==> src/rtl/gray_binary_conv_seq.sv <==
// Multi-cycle Gray<->binary converter. It converts BPC bits per clock, MSB first.
// A registered carry links the XOR chain from one chunk to the next.
//
// state | meaning
// IDLE  | ready for a word; in_ready=1
// CONV  | converting chunk cnt_q each cycle; N cycles total
// HOLD  | result presented on data_out with out_valid=1 until out_ready
module gray_binary_conv_seq #(
  parameter int WIDTH = 8,
  parameter int BPC   = 2
) (
  input  logic             clk,
  input  logic             rst_n,
  input  logic             in_valid,
  output logic             in_ready,
  input  logic             mode,
  input  logic [WIDTH-1:0] data_in,
  output logic             out_valid,
  input  logic             out_ready,
  output logic [WIDTH-1:0] data_out,
  output logic             busy
);

  localparam int N     = (WIDTH + BPC - 1) / BPC;
  localparam int CNT_W = $clog2(N + 1);

  typedef enum logic [1:0] {
    IDLE = 2'd0,
    CONV = 2'd1,
    HOLD = 2'd2
  } state_t;

  state_t           state_q, state_d;
  logic [WIDTH-1:0] word_q;
  logic [WIDTH-1:0] result_q, result_d;
  logic             mode_q;
  logic             carry_q, carry_d;
  logic             chain_c;
  logic [CNT_W-1:0] cnt_q;
  logic             accept;
  logic             last_chunk;

  assign in_ready   = (state_q == IDLE);
  assign busy       = (state_q != IDLE);
  assign accept     = in_valid & in_ready;
  assign last_chunk = (cnt_q == CNT_W'(N - 1));

  // State register
  always_ff @(posedge clk or negedge rst_n) begin
    if (!rst_n) state_q <= IDLE;
    else        state_q <= state_d;
  end

  // Next-state decode
  always_comb begin
    state_d = state_q;
    case (state_q)
      IDLE:    if (accept)     state_d = CONV;
      CONV:    if (last_chunk) state_d = HOLD;
      HOLD:    if (out_ready)  state_d = IDLE;
      default:                 state_d = IDLE;
    endcase
  end

  // XOR chain over the active chunk only; bits outside it keep their value
  always_comb begin
    result_d = result_q;
    chain_c  = carry_q;
    for (int i = WIDTH - 1; i >= 0; i--) begin
      if (((WIDTH - 1 - i) / BPC) == int'(cnt_q)) begin
        result_d[i] = chain_c ^ word_q[i];
        chain_c     = mode_q ? word_q[i] : result_d[i];
      end
    end
    carry_d = chain_c;
  end

  // Datapath: capture on accept, step per chunk, publish on entry to HOLD
  always_ff @(posedge clk or negedge rst_n) begin
    if (!rst_n) begin
      word_q    <= '0;
      result_q  <= '0;
      mode_q    <= 1'b0;
      carry_q   <= 1'b0;
      cnt_q     <= '0;
      data_out  <= '0;
      out_valid <= 1'b0;
    end else begin
      case (state_q)
        IDLE: begin
          if (accept) begin
            word_q   <= data_in;
            mode_q   <= mode;
            result_q <= '0;
            cnt_q    <= '0;
            carry_q  <= 1'b0;
          end
        end
        CONV: begin
          result_q <= result_d;
          carry_q  <= carry_d;
          cnt_q    <= cnt_q + 1'b1;
          if (last_chunk) begin
            data_out  <= result_d;
            out_valid <= 1'b1;
          end
        end
        HOLD: begin
          if (out_ready) out_valid <= 1'b0;
        end
        default: ;
      endcase
    end
  end

endmodule

==> config.mk <==
export PLATFORM = sky130hd
export DESIGN_NAME = gray_binary_conv_seq
export DESIGN_NICKNAME = d
export VERILOG_FILES = /design/src/rtl/gray_binary_conv_seq.sv
export SDC_FILE = /design/constraint.sdc
export NUM_CORES = 1
export LEC_CHECK = 0
export CAP_MARGIN = 20
export CORE_MARGIN = 5
export CORE_UTILIZATION = 30
export CTS_BUF_LIST = sky130_fd_sc_hd__clkbuf_4
export CTS_CLUSTER_SIZE = 30
export DETAILED_ROUTE_END_ITERATION = 16
export DONT_BUFFER_PORTS = 1
export PLACE_DENSITY = 0.45
export SLEW_MARGIN = 20
export SYNTH_ARGS = -nofsm -noshare
export SYNTH_HDL_FRONTEND = slang
export SYNTH_SLANG_ARGS = --single-unit
==> constraint.sdc <==
create_clock -name clk -period 4.8 [get_ports clk]
set_input_delay 0.96 -clock clk [delete_from_list [all_inputs] [get_ports clk]]
set_output_delay 0.96 -clock clk [all_outputs]
set_load 0.05 [all_outputs]
==> impl_metrics.csv <==
group,metric,value,unit
run_status,status,"finished clean",
min_path,hp-class,"input port to asynchronous set/reset pin",
clock_tree,insertion_delay,0.34,ns
global_route,grt_pass1_vias,1325,
cells_and_area,multi_input_area,971,um2
synthesis,ys_warn_count,0,
cells_and_area,drive_gt1_frac,0.151,
synthesis,synth_cells,190,
sta,tns,0,ns
placement,dp_worst_setup_slack,1.70,ns
sta,hold_viol_final,0,
power_and_ir_drop,peakVddDrop,0.255,mV
synthesis,yosys-mux-area-fraction,0.0655,
power_and_ir_drop,power_density,878,nW/um2
cells_and_area,nFillCells,640,
synthesis,synth_top_family_by_area,"simple AND/OR/NAND/NOR gates",
clock_tree,cts-root-buf,"clkbuf_4",
route,via_per_inst,5.13,
global_route,overflow,0,
clock_tree,cts_buffer_depth,2,
synthesis,synthSimpleGateAreaFrac,0.196,
sta,setup_violations,0,
synthesis,syn_area,1850,um2
synthesis,synthTopCellsByArea,"dfrtp_1 41%, mux2_2 5.5%, nand2_1 5.1%",
run,max_cap_violations,0,
placement,io_buffers,0,
synthesis,synth-xor-area-share,0.0568,
worst_setup_path,path_delay_family,"compound AO/OA/AOI/OAI gates",
synthesis,seq_area_frac_synth,0.405,
synthesis,synth_flop_cell,"dfrtp_1",
clock_tree,post_cts_resized,0,
worst_setup_path,worstSetupStartpointType,"flip-flop",
cells_and_area,nets,203,
cells_and_area,diodes,0,
synthesis,ys_top_cells_by_count,"30 x dfrtp_1, 25 x nand2_1, 16 x o21ai_0",
route,drtIter0Drc,88,
worst_setup_path,critical-path-slowest-cell,"or4_1",
synthesis,synth_most_common_cell,"dfrtp_1",
worst_setup_path,cp_data_required_time,5.03,ns
route,wl_met1,1860,um
worst_setup_path,crit_type,"flip-flop to flip-flop",
clock_tree,cts.htree.levels,2,
clock_tree,cts.sinks,30,
route,wl,4010,um
sta,fmax,325,MHz
die,core,5960,um2
synthesis,avgSynthCellArea,9.75,um2
synthesis,synth_compound_area_frac,0.172,
sta,final_max_slew_viol_count,0,
die,die_h,88.6,um
worst_setup_path,cp_num_buf_inv,1,
synthesis,synth_fa_ha_area_frac,0.0338,
sta,layout_setup_ws,1.72,ns
clock_tree,path_clk_slew,0.12,ns
cells_and_area,syn_to_final_growth,5.34,%
sta,rsz0062_at_grt,"false",
worst_setup_path,worstPathArrival,3.31,ns
route,wl_per_cell,15.4,um
worst_setup_path,rrSetupSlack,1.72,ns
global_route,grt.total_usage,0.113,
route,vias,1340,
sta,timing.final.crit_period,3.08,ns
worst_setup_path,worstPathMaxFanout,7,
placement,place_hpwl,2910,um
synthesis,synth-seq-cells,30,
sta,relSlewSlack,0.432,
sta,worstMarginPinSlew,0.850,ns
route,highest_layer,"met4",
clock_tree,post_cts_buffers,0,
route,drcViolationCount,0,
route,firstDrtPassIters,4,
clock_tree,cts_hold_buf,0,
placement,place_congestion,0.799,
clock_tree,cts_tree,"built",
die,rows,28,
route,met2_length,1950,um
cells_and_area,seqCellArea,751,um2
worst_setup_path,crit_path_cell_trace,"inv_1 > ha_1 > nand2b_4 > a2111oi_4 > a21oi_1 > a31oi_2 > a21oi_1 > a311oi_1 > o311a_2 > mux2i_1 > or4_1",
synthesis,synth.largest_area_cell,"dfrtp_1",
synthesis,synth.distinct_cells,44,
die,ioPinCount,24,
synthesis,syn_nets,208,
die,initial_utilization,0.311,
synthesis,async_flop_share,1.00,
synthesis,synth_top_area_share,0.405,
global_route,antenna_found_initial,0,
clock_tree,cts_buffers,5,
die,dieArea,7840,um2
worst_setup_path,cpPeakStageDelay,0.51,ns
sta,fin_skew,0.0178,ns
power_and_ir_drop,p_leak,0.837,nW
global_route,grt_pass1_wl,6620,um
sta,fin_crit_sh,0.641,
worst_setup_path,crit_path_frequent_cell,"a21oi_1",
worst_setup_path,setup.worst_path.end_class,"flip-flop",
synthesis,synth_edf_count,0,
die,fp.dieW,88.6,um
route,final_antenna_net_count,0,
global_route,grt_max_degree,31,
route,dr_wl_met3,153,um
[cell usage in the layout (no fill, tap or decap), types with 2 or more instances in the layout]
cell type / count
dfrtp_1: 30
nand2_1: 25
o21ai_0: 16
nor2_1: 12
a21oi_1: 11
nand3_1: 11
mux2_2: 9
xnor2_1: 8
inv_1: 7
ha_1: 5
clkbuf_4: 5
nor3_1: 4
xor2_1: 4
and2b_2: 3
o31ai_1: 3
and2_1: 2
o211a_1: 2
mux2i_1: 2
a21o_1: 2
bufinv_16: 2
[metrics by stage]
stage | total power, W | util | cell area (um2) | hold slack (ns) | cells
6_report | 0.00171 | 0.328 | 1950 | 0.292 | 261
5_1_grt | 0.00185 | 0.328 | 1950 | 0.265 | 261
4_1_cts | 0.00173 | 0.328 | 1950 | 0.281 | 261
3_5_place_dp | 0.00147 | 0.311 | 1850 | 0.468 | 253
3_3_place_gp | 0.00144 | 0.311 | 1850 | 0.466 | 253
2_1_floorplan | 0.00136 | - | 1850 | 0.448 | 190
[metal layers]
layer | global-route usage | vias to the layer above
met5 | 0 | -
met4 | 0.0412 | 0
met3 | 0.0372 | 4
met2 | 0.185 | 15
met1 | 0.139 | 670
li1 | - | 651
[cells by family (layout without fill, tap and decap cells)]
logic type	after synthesis	after routing
compound gates	44	44
xor+xnor	12	12
fa+ha+maj	5	5
buf+inv	20	16
flops	30	30
mux	11	11
simple gates	68	68
[layout make-up]
class                           instances  area share
Sequential cell                        30       0.385
Timing Repair Buffer                    1     0.00385
Clock buffer                            5      0.0192
Tap cell                               75      0.0481
Inverter                                7      0.0135
Multi-Input combinational cell        140       0.498
Clock inverter                          3      0.0327
[report_power, final]
group / total, W / switching (W) / internal, W
logic: 0.000825 / 0.000458 / 0.000367
clock network: 0.000259 / 0.0000984 / 0.000161
registers: 0.000628 / 0.000264 / 0.000363
total: 0.00171 / 0.000821 / 0.000891
[final timing paths]
kind / start / endpoint / cells after the start
worst max register to register: cnt_q[0] / carry_q / 11
worst min register to register: result_q[5] / result_q[5] / 2
worst max-delay path: cnt_q[0] / carry_q / 11
min in group clk: result_q[5] / result_q[5] / 2
max in group asynchronous: rst_n / data_out[5] / 0
worst min-delay path: rst_n / word_q[3] / 0
[state kept, by name (all words and copies together), names as in the netlist]
signal,cells
out_valid,1
word_q,8
mode_q,1
cnt_q,3
state_q,2
result_q,6
carry_q,1
data_out,8
(Power assumes the default switching activity.)
